## src/rtl/sys_bus_arbiter_pkg.sv

```systemverilog
// ---------------------------------------------------------------------------
// sys_bus_arbiter_pkg
// Shared types and constants for the system-memory port arbiter.
//   arb_state_t  : arbiter FSM states
//   GRANT_I_BIT  : index of the I-cache bit in the one-hot grant vector
//   GRANT_D_BIT  : index of the D-cache bit in the one-hot grant vector
//   PREAD/PWRITE : encoding of the rw direction signals
// ---------------------------------------------------------------------------
package sys_bus_arbiter_pkg;

    typedef enum logic [1:0] {
        IDLE    = 2'd0,
        GRANT_I = 2'd1,
        GRANT_D = 2'd2
    } arb_state_t;

    localparam int GRANT_I_BIT = 0;
    localparam int GRANT_D_BIT = 1;

    localparam logic PREAD  = 1'b0;
    localparam logic PWRITE = 1'b1;

endpackage

```

## src/rtl/sys_bus_arbiter_beat_counter.sv

```systemverilog
// ---------------------------------------------------------------------------
// beat_counter
// Counts completed bus beats within one read transaction.
//   clk, rst : clock, synchronous active-high reset
//   clear    : force the count to 0 (takes priority over inc)
//   inc      : advance the count by one; wraps to 0 after BURSTLEN-1
//   tc       : terminal count, high while count == BURSTLEN-1
// ---------------------------------------------------------------------------
module beat_counter #(
    parameter int BURSTLEN = 4,
    parameter int CNTWIDTH = 2
) (
    input  logic clk,
    input  logic rst,
    input  logic clear,
    input  logic inc,
    output logic tc
);

    localparam logic [CNTWIDTH-1:0] LAST_BEAT = CNTWIDTH'(BURSTLEN - 1);

    logic [CNTWIDTH-1:0] count;

    assign tc = (count == LAST_BEAT);

    always_ff @(posedge clk) begin
        if (rst || clear) begin
            count <= '0;
        end else if (inc) begin
            // Explicit wrap keeps the count inside 0..BURSTLEN-1 even when
            // BURSTLEN is not a power of two.
            count <= tc ? '0 : count + 1'b1;
        end
    end

endmodule

```

## src/rtl/sys_bus_arbiter.sv

```systemverilog
// ---------------------------------------------------------------------------
// sys_bus_arbiter
// Shares the single system-memory port between the I-cache and D-cache
// controllers. One requester owns the port for a whole transaction
// (BURSTLEN-beat read or single-beat write), then priority rotates.
//   clk, rst                       : clock, synchronous active-high reset
//   I_strobe/I_rw/I_addr/I_wdata   : I-cache request side
//   I_ready/I_rdata                : I-cache per-beat response
//   D_*                            : D-cache equivalents
//   SYSstrobe/SYSrw/SYSaddr/SYSdata_out : bus request side
//   SYSdata_in/SYSready            : bus response side
//   grant                          : one-hot owner (bit0 I, bit1 D), also
//                                    the visible form of the FSM state
//
// Handshake: a requester holds x_strobe high (its valid) for the whole
// transaction; a beat transfers on every clock edge where the owner's
// strobe and SYSready are both high, and that beat is reported to the
// owner combinationally on x_ready in the same cycle.
// ---------------------------------------------------------------------------
module sys_bus_arbiter
    import sys_bus_arbiter_pkg::*;
#(
    parameter int ADDRWIDTH = 32,
    parameter int DATAWIDTH = 32,
    parameter int BURSTLEN  = 4,
    parameter int CNTWIDTH  = 2
) (
    input  logic                 clk,
    input  logic                 rst,
    input  logic                 I_strobe,
    input  logic                 I_rw,
    input  logic [ADDRWIDTH-1:0] I_addr,
    input  logic [DATAWIDTH-1:0] I_wdata,
    output logic                 I_ready,
    output logic [DATAWIDTH-1:0] I_rdata,
    input  logic                 D_strobe,
    input  logic                 D_rw,
    input  logic [ADDRWIDTH-1:0] D_addr,
    input  logic [DATAWIDTH-1:0] D_wdata,
    output logic                 D_ready,
    output logic [DATAWIDTH-1:0] D_rdata,
    output logic                 SYSstrobe,
    output logic                 SYSrw,
    output logic [ADDRWIDTH-1:0] SYSaddr,
    output logic [DATAWIDTH-1:0] SYSdata_out,
    input  logic [DATAWIDTH-1:0] SYSdata_in,
    input  logic                 SYSready,
    output logic [1:0]           grant
);

    arb_state_t state, state_d;
    logic       lrw, lrw_d;
    logic       last, last_d;   // 1: D was served last
    logic       beat_clr, beat_inc, beat_tc;
    logic       own_strobe;

    beat_counter #(
        .BURSTLEN (BURSTLEN),
        .CNTWIDTH (CNTWIDTH)
    ) u_beat_counter (
        .clk   (clk),
        .rst   (rst),
        .clear (beat_clr),
        .inc   (beat_inc),
        .tc    (beat_tc)
    );

    // Strobe of whoever currently owns the port (don't-care in IDLE).
    assign own_strobe = (state == GRANT_D) ? D_strobe : I_strobe;

    always_ff @(posedge clk) begin
        if (rst) begin
            state <= IDLE;
            lrw   <= PREAD;
            last  <= 1'b1;
        end else begin
            state <= state_d;
            lrw   <= lrw_d;
            last  <= last_d;
        end
    end

    always_comb begin
        state_d  = state;
        lrw_d    = lrw;
        last_d   = last;
        beat_clr = 1'b0;
        beat_inc = 1'b0;
        unique case (state)
            IDLE: begin
                // On a tie the requester not served last wins.
                if (I_strobe && (!D_strobe || last)) begin
                    state_d  = GRANT_I;
                    lrw_d    = I_rw;
                    beat_clr = 1'b1;
                end else if (D_strobe) begin
                    state_d  = GRANT_D;
                    lrw_d    = D_rw;
                    beat_clr = 1'b1;
                end
            end
            GRANT_I, GRANT_D: begin
                // A final beat completes even if the strobe drops with it.
                if (SYSready && (lrw == PWRITE || beat_tc)) begin
                    state_d  = IDLE;
                    last_d   = (state == GRANT_D);
                    beat_clr = 1'b1;
                end else if (!own_strobe) begin
                    state_d  = IDLE;
                    beat_clr = 1'b1;
                end else if (SYSready) begin
                    beat_inc = 1'b1;
                end
            end
            default: begin
                state_d  = IDLE;
                beat_clr = 1'b1;
            end
        endcase
    end

    always_comb begin
        SYSstrobe   = 1'b0;
        SYSrw       = 1'b0;
        SYSaddr     = '0;
        SYSdata_out = '0;
        I_ready     = 1'b0;
        D_ready     = 1'b0;
        I_rdata     = '0;
        D_rdata     = '0;
        grant       = 2'b00;
        unique case (state)
            GRANT_I: begin
                SYSstrobe          = I_strobe;
                SYSrw              = lrw;
                SYSaddr            = I_addr;
                SYSdata_out        = I_wdata;
                I_ready            = SYSready;
                I_rdata            = SYSdata_in;
                D_rdata            = SYSdata_in;
                grant[GRANT_I_BIT] = 1'b1;
            end
            GRANT_D: begin
                SYSstrobe          = D_strobe;
                SYSrw              = lrw;
                SYSaddr            = D_addr;
                SYSdata_out        = D_wdata;
                D_ready            = SYSready;
                I_rdata            = SYSdata_in;
                D_rdata            = SYSdata_in;
                grant[GRANT_D_BIT] = 1'b1;
            end
            default: begin
            end
        endcase
    end

endmodule

```

## config.mk

```make
export PLATFORM = sky130hd
export DESIGN_NAME = sys_bus_arbiter
export DESIGN_NICKNAME = d
export VERILOG_FILES = /design/src/rtl/sys_bus_arbiter_pkg.sv /design/src/rtl/sys_bus_arbiter_beat_counter.sv /design/src/rtl/sys_bus_arbiter.sv
export SDC_FILE = /design/constraint.sdc
export NUM_CORES = 1
export LEC_CHECK = 0
export ABC_AREA = 1
export CORE_AREA = 10 10 108 110
export CTS_CLUSTER_SIZE = 40
export DETAILED_ROUTE_END_ITERATION = 8
export DIE_AREA = 0 0 118 120
export DONT_BUFFER_PORTS = 1
export MAX_ROUTING_LAYER = met4
export PLACE_DENSITY = 0.4
export SLEW_MARGIN = 20
export SYNTH_ARGS = -nofsm -noshare
export SYNTH_HDL_FRONTEND = slang
export SYNTH_SLANG_ARGS = --single-unit
export TNS_END_PERCENT = 1
```

## constraint.sdc

```tcl
create_clock -name clk -period 2.49 [get_ports clk]
set_input_delay 0.3735 -clock clk [delete_from_list [all_inputs] [get_ports clk]]
set_output_delay 0.3735 -clock clk [all_outputs]
set_load 0.005 [all_outputs]
```

==> impl_metrics.yaml, run 1 <==
status:
  status: "finished, final reports clean"
cts:
  post_cts_buffers: 0
  clockBufferDepth: 2
  cts_resized: 0
  clk_pin_slew_worst_paths_ps: 40
  cts_buffers: 3
  cts_hold_buf: 0
  cts_tree: "yes"
  cts-root-buf: "clkbuf_8"
  cts_num_sinks: 6
  htree_levels: 1
  clk_latency_ps: 230
place:
  routabilityCongestion: 0.829
  io_buffers: 0
  post-place-ws_ps: 602
  hpwlAfterDp_um: 8020
timing:
  setup-violations-final: 0
  hold_viol: 0
  finalCritPeriodShare_pct: 85.4
  setup_ws_ps: 363
  rsz0062_at_grt: "false"
  slew_headroom_pct: 68.7
  fmaxAchievable_ghz: 0.470
  post-route-min-period_ps: 2130
  finalMaxSlewViolations: 0
  finClkSkew_ps: 6.22
  tns_ps: 0
  tightestPinTransition_ps: 469
critical_path:
  r2r_end: "state[1]"
  r2r_cells: 7
  rr_startpoint: "state[0]"
  path_max_fanout: 48
  worst_setup_path_end_kind: "primary output"
  path_class: "register to primary output"
  worstPathRequired_ps: 2120
  crit_arrival_ps: 1750
  reg2reg_setup_slack_ps: 890
  start_kind: "register"
routing:
  routed_wl_um: 9210
  routed_via_density: 4.66
  vias: 2223
  drt_iter0_drc: 154
  routedWlPerCell_um: 19.3
  dr.pass1.iters: 5
  antenna_left: 0
  drc_errors: 0
finish:
  multiInputGateArea_um2: 1180
  layout_commonest_cell: "nand2_1"
  drive_gt1_share_pct: 6.40
  num_antenna_cells: 0
  fill_cells: 1131
  seq_area_um2: 120
  nets: 518
  area_growth_pct: -0.478
  final_cell_mix: "179 x nand2_1, 68 x a21oi_1, 46 x inv_1, 13 x buf_4, 8 x nor2_1"
hold_path:
  hp-start: "rst"
  holdPathEnd: "state[1]"
  holdPathStages: 1
  hold_path_class: "input port to register"
logic_synthesis:
  synth_top_area_share_pct: 36.7
  syn-cell-area_um2: 1830
  syn_inst: 383
  ys_types: 15
  yosysSeqAreaShare_pct: 6.56
  synth_nets: 555
  yosys_warnings: 0
  synth_area_leaders: "nand2_1 37%, a21oi_1 19%, buf_4 14%, inv_1 9.4%, dfxtp_1 6.6%"
  synth_top_area_cell: "nand2_1"
  synth_area_per_cell_um2: 4.78
  synth-seq-cells: 6
global_route:
  antenna_found_initial: 0
  grt_usage_pct: 11.7
  grt_overflow: 0
  grt_pass1_vias: 2257
  grt_pass1_wl_um: 13200
  grt_max_degree: 68
die:
  die_w_um: 118
  dieArea_um2: 14200
  die_h_um: 120
  core.rowCount: 36
  start_util_pct: 19.2
  ioPinCount: 301
  core_area_um2: 9550
flow_run:
  maxCapViolations: 0
power_and_ir_drop:
  pwr_density_cell_nw_per_um2: 387
  peakVddDrop_uv: 165
  p_leak_uw: 0.000812
-- state kept, by name, indices dropped and copies added, names as in the netlist --
register / flops
lrw: 1
u_beat_counter.count: 2
state: 2
last: 1
-- layer usage --
| layer | global-route usage (%) | part of all wire (%) |
|---|---|---|
| met1 | 10.7 | 34 |
| met2 | 22.4 | 53 |
| met3 | 3.84 | 11 |
| met4 | 4.40 | 2.0 |
| met5 | - | 0 |
-- Yosys cell counts --
| cell type | number |
|---|---|
| nor2_1 | 8 |
| o21ai_2 | 1 |
| nand4_1 | 1 |
| a21oi_1 | 68 |
| nand3_1 | 6 |
| buf_4 | 34 |
| dfxtp_1 | 6 |
| inv_2 | 1 |
| nand2_1 | 179 |
| a31oi_1 | 1 |
| buf_2 | 14 |
| o21ai_1 | 4 |
| inv_1 | 46 |
| ha_1 | 5 |
| clkbuf_1 | 9 |
-- worst max-delay path, cell delays in order, from the launching register on --
cell	delay [ps]
dfxtp_1	380
inv_1	90
ha_1	320
inv_2	60
buf_4	390
a21oi_1	100
buf_4	160
-- stage by stage --
stage / hold WS, ps / std cells / power (µW) / instance area (µm²) / utilization [%]
after floorplan: 443 / 383 / 534 / 1830 / -
after global placement: 447 / 474 / 557 / 1780 / 18.7
after detailed placement: 445 / 474 / 564 / 1780 / 18.7
after CTS: 204 / 477 / 720 / 1820 / 19.1
after global routing: 206 / 477 / 777 / 1820 / 19.1
final: 204 / 477 / 705 / 1820 / 19.1
-- where the power goes --
group | internal, µW | switching, µW
Combinational | 113 | 326
Clock | 105 | 50.0
Sequential | 104 | 7.13
Total | 322 | 383
-- worst max-delay path by stage --
| stage | start | end |
|---|---|---|
| global placement | state[0] | SYSdata_out[16] |
| global route | state[0] | SYSdata_out[29] |
| floorplan | state[0] | I_rdata[10] |
| CTS | state[0] | SYSdata_out[23] |
| finish | state[0] | SYSaddr[5] |
| detailed placement | state[0] | SYSdata_out[11] |
-- area by class of cell --
type                    instances  share of cell area, %
repair buffers                 15                   7.55
multi-input cells             273                   64.8
flip-flops and latches          6                   6.59
well taps                     133                   9.13
inverters                      47                   9.68
clock buffers                   3                   2.26
-- cells by family after synthesis --
kind of cell               Yosys count  share of synthesized area (%)
DFF                                  6                           6.56
and+or+nand+nor                    194                           40.3
AOI/OAI and AO/OA                   74                           20.5
buffers and inverters              104                           29.2
adders and majority gates            5                           3.42
Power figures use the tool's default switching activity.
==> run 2, diff against run 1 <==
--- a/config.mk
+++ b/config.mk
@@ -8,9 +8,10 @@
 export ABC_AREA = 1
-export CORE_AREA = 10 10 108 110
+export CORE_AREA = 5 5 115 117
 export CTS_CLUSTER_SIZE = 40
 export DETAILED_ROUTE_END_ITERATION = 8
-export DIE_AREA = 0 0 118 120
+export DIE_AREA = 0 0 120 122
 export DONT_BUFFER_PORTS = 1
 export MAX_ROUTING_LAYER = met4
-export PLACE_DENSITY = 0.4
+export PLACE_DENSITY = 0.36
+export SKIP_CTS_REPAIR_TIMING = 1
 export SLEW_MARGIN = 20
==> constraint.sdc (replaced) <==
create_clock -name clk -period 2.49 [get_ports clk]
set_input_delay 0.498 -clock clk [delete_from_list [all_inputs] [get_ports clk]]
set_output_delay 0.498 -clock clk [all_outputs]
set_load 0.005 [all_outputs]
==> run 2 against run 1 <==
Via count rose by 1.5%. Count of clock-buffer cells in the layout did not move. Design area rose by 5.7%.
==> impl_metrics.yaml, run 2 (synthesized netlist as in run 1, its figures left out) <==
routing:
  antenna_left: 0
  routedWlPerCell_um: 16.1
  dr.pass1.iters: 4
  drt_iter0_drc: 95
  routed_wl_um: 8040
  drc_errors: 0
  vias: 2256
  routed_via_density: 4.51
finish:
  fill_cells: 1445
  top_regs: "state x2, u_beat_counter.count x2"
  final_cell_mix: "179 x nand2_1, 67 x a21oi_1, 46 x inv_1, 19 x buf_4, 8 x nor2_1"
  area_growth_pct: 5.19
  nets: 524
  drive_gt1_share_pct: 8.29
  utilization_pct: 15.7
  layout_commonest_cell: "nand2_1"
  num_antenna_cells: 0
die:
  core_area_um2: 12300
  ioPinCount: 301
  dieArea_um2: 14600
  die_h_um: 122
  start_util_pct: 14.9
  core.rowCount: 41
  die_w_um: 120
timing:
  slew_headroom_pct: 71.8
  hold_viol: 0
  tightestPinTransition_ps: 423
  finalMaxSlewViolations: 0
  tns_ps: 0
  post-route-min-period_ps: 2310
  fmaxAchievable_ghz: 0.433
  rsz0062_at_grt: "false"
  finClkSkew_ps: 4.32
  finalCritPeriodShare_pct: 92.9
  setup-violations-final: 0
place:
  routabilityCongestion: 0.749
  hpwlAfterDp_um: 6730
  io_buffers: 0
critical_path:
  rr_startpoint: "state[0]"
  r2r_end: "state[0]"
  path_class: "register to primary output"
  start_kind: "register"
  reg2reg_setup_slack_ps: 800
  path_max_fanout: 68
  worst_setup_path_end_kind: "primary output"
  r2r_cells: 9
  worstPathRequired_ps: 1990
  crit_arrival_ps: 1810
global_route:
  grt_usage_pct: 9.57
  antenna_found_initial: 0
  grt_max_degree: 70
  grt_overflow: 0
  grt_pass1_wl_um: 11100
  grt_pass1_vias: 2124
cts:
  clk_latency_ps: 230
  clk_pin_slew_worst_paths_ps: 40
  cts_buffers: 3
  htree_levels: 1
  clockBufferDepth: 2
  cts_tree: "yes"
  cts_num_sinks: 6
  cts-root-buf: "clkbuf_16"
hold_path:
  hold_path_class: "input port to register"
  holdPathStages: 1
  hp-start: "rst"
  holdPathEnd: "state[0]"
power_and_ir_drop:
  pwr_density_cell_nw_per_um2: 429
  peakVddDrop_uv: 303
  p_leak_uw: 0.000863
status:
  status: "finished, final reports clean"
flow_run:
  maxCapViolations: 0
## run 2: cell count changes in the layout (fill, tap and decap cells not counted), sizes merged
| cell | change |
|---|---|
| buf | +6 |
## run 2: per-stage QoR
stage | setup WS, ps | std cells | hold slack, ps | total power, µW | cell area, µm²
2_1_floorplan | 652 | 383 | 458 | 534 | 1830
4_1_cts | 122 | 500 | 333 | 838 | 1920
6_report | 178 | 500 | 333 | 827 | 1930
5_1_grt | 37.9 | 500 | 334 | 902 | 1930
3_3_place_gp | 423 | 497 | 488 | 564 | 1850
3_5_place_dp | 369 | 497 | 499 | 571 | 1850
## run 2: area by class of cell
| class | instances | area (µm²) | area share, % |
|---|---|---|---|
| well taps | 150 | 188 | 9.74 |
| flip-flops and latches | 6 | 120 | 6.23 |
| repair buffers | 21 | 183 | 9.48 |
| clock buffers | 3 | 75.1 | 3.90 |
| inverters | 47 | 176 | 9.16 |
| multi-input cells | 273 | 1180 | 61.5 |
## run 2: worst max path at each step
stage / startpoint / end / slack, ps / depth (start not counted)
finish: state[0] / SYSdata_out[4] / 180 / 6
global route: state[0] / SYSdata_out[4] / 40 / 6
CTS: state[0] / SYSdata_out[4] / 120 / 6
detailed placement: state[0] / SYSdata_out[4] / 370 / 6
global placement: state[0] / SYSdata_out[4] / 420 / 6
floorplan: state[0] / I_rdata[10] / 650 / 7
## run 2: per-layer routing
layer	vias up	global-route usage [%]	share of wire (%)
met2	203	19.0	54
li1	1068	-	-
met5	-	-	0
met3	11	3.02	14
met1	974	8.80	31
met4	0	2.43	1.3
## run 2: report_power, final
| part | leakage (µW) | switching [µW] | total [µW] | internal (µW) |
|---|---|---|---|---|
| sequential | 0.0000491 | 6.83 | 111 | 104 |
| combinational | 0.000777 | 330 | 451 | 121 |
| clock | 0.0000370 | 58.4 | 265 | 207 |
| total | 0.000863 | 395 | 827 | 432 |
## run 2: critical path, cell delays in order, from the launching register on
cell	delay (ps)
dfxtp_1	370
inv_1	80
ha_1	440
inv_2	70
buf_12	180
a21oi_1	240
buf_4	150
==> run 3, diff against run 2 <==
- ABC_CLOCK_PERIOD_IN_PS: default -> 2200
- clock period: 2.49 -> 2.2 ns (I/O delays scaled with it)
==> run 3 against run 2 <==
Via count is 0.40% lower. Critical path depth stayed put. Worst hold slack worse by 50 ps. Critical endpoint is now SYSdata_out[17]. Largest cell class unchanged. Highest routed layer unchanged.
==> impl_metrics.yaml, run 3 (synthesized netlist as in run 1, its figures left out) <==
finish:
  drive_gt1_share_pct: 8.00
  area_growth_pct: 5.67
  nets: 524
  layout_commonest_cell: "nand2_1"
  final_cell_mix: "179 x nand2_1, 68 x a21oi_1, 46 x inv_1, 18 x buf_4, 8 x nor2_1"
  utilization_pct: 15.8
  top_regs: "state x2, u_beat_counter.count x2"
  num_antenna_cells: 0
critical_path:
  path_max_fanout: 68
  worst_setup_path_end_kind: "primary output"
  crit_arrival_ps: 1640
  path_class: "register to primary output"
  worstPathRequired_ps: 1760
  start_kind: "register"
  reg2reg_setup_slack_ps: 490
cts:
  htree_levels: 1
  cts_tree: "yes"
  clk_pin_slew_worst_paths_ps: 30
  clk_latency_ps: 220
  clockBufferDepth: 2
  cts_num_sinks: 6
  cts_buffers: 3
  cts-root-buf: "clkbuf_16"
timing:
  hold_viol: 0
  rsz0062_at_grt: "false"
  post-route-min-period_ps: 2080
  finalCritPeriodShare_pct: 94.5
  fmaxAchievable_ghz: 0.481
  setup-violations-final: 0
  finalMaxSlewViolations: 0
  fin_hold_ws_ps: 283
  finClkSkew_ps: 2.00
  slew_headroom_pct: 80.7
  tns_ps: 0
  tightestPinTransition_ps: 290
flow_run:
  maxCapViolations: 0
routing:
  dr.pass1.iters: 4
  routed_via_density: 4.49
  routedWlPerCell_um: 16.7
  m1WireLength_um: 2550
  routed_wl_um: 8350
  vias: 2247
  drc_errors: 0
  drt_iter0_drc: 96
  antenna_left: 0
  wl_met2_um: 4470
  top_layer: "met4"
  met3_wirelength_um: 1250
global_route:
  grt_usage_pct: 9.94
  antenna_found_initial: 0
  grt_max_degree: 70
  grt_pass1_wl_um: 11400
  grt_overflow: 0
  grt_pass1_vias: 2127
power_and_ir_drop:
  p_leak_uw: 0.000866
  peakVddDrop_uv: 204
  pwr_density_cell_nw_per_um2: 483
die:
  ioPinCount: 301
  die_h_um: 122
  core_area_um2: 12300
  start_util_pct: 14.9
  die_w_um: 120
  dieArea_um2: 14600
  core.rowCount: 41
place:
  hpwlAfterDp_um: 7030
  io_buffers: 0
  routabilityCongestion: 0.789
status:
  status: "finished, final reports clean"
hold_path:
  hold_path_class: "input port to register"
## run 3: layout make-up
type | instances | area (µm²)
inverter | 47 | 176
tap | 150 | 188
sequential | 6 | 120
multi-input combinational | 273 | 1180
timing repair buffer | 21 | 195
fill | 1411 | 10300
clock buffer | 3 | 75.1
## run 3: worst paths after layout
check | endpoint | startpoint | cells after the start
worst max register to register | u_beat_counter.count[0] | state[0] | 9
worst min-delay path | state[1] | rst | 1
worst max-delay path | SYSdata_out[17] | state[0] | 6
worst min register to register | state[1] | state[1] | 2
## run 3: routing by layer
metal	GRT usage, %	up-vias
met3	4.04	10
met1	8.58	978
li1	-	1066
met4	2.22	0
met2	19.9	193
met5	-	-
## run 3: stage by stage
stage / worst slack (ps) / instance area (µm²) / total power [µW] / cells
2_1_floorplan: 420 / 1830 / 604 / 383
3_3_place_gp: 432 / 1860 / 648 / 497
3_5_place_dp: 369 / 1860 / 654 / 497
4_1_cts: 131 / 1940 / 951 / 500
5_1_grt: 14.0 / 1940 / 1030 / 500
6_report: 122 / 1940 / 935 / 500
## run 3: report_power, final
group / switching (µW) / internal [µW] / total, µW
registers: 8.60 / 118 / 126
clock network: 56.9 / 233 / 290
logic: 376 / 143 / 519
total: 442 / 494 / 935
## run 3: worst max-delay path: stages, from the launching register on
cell and delay, ps:
dfxtp_1 380, inv_1 80, ha_1 330, inv_2 80, buf_12 260, a21oi_1 90, buf_4 150
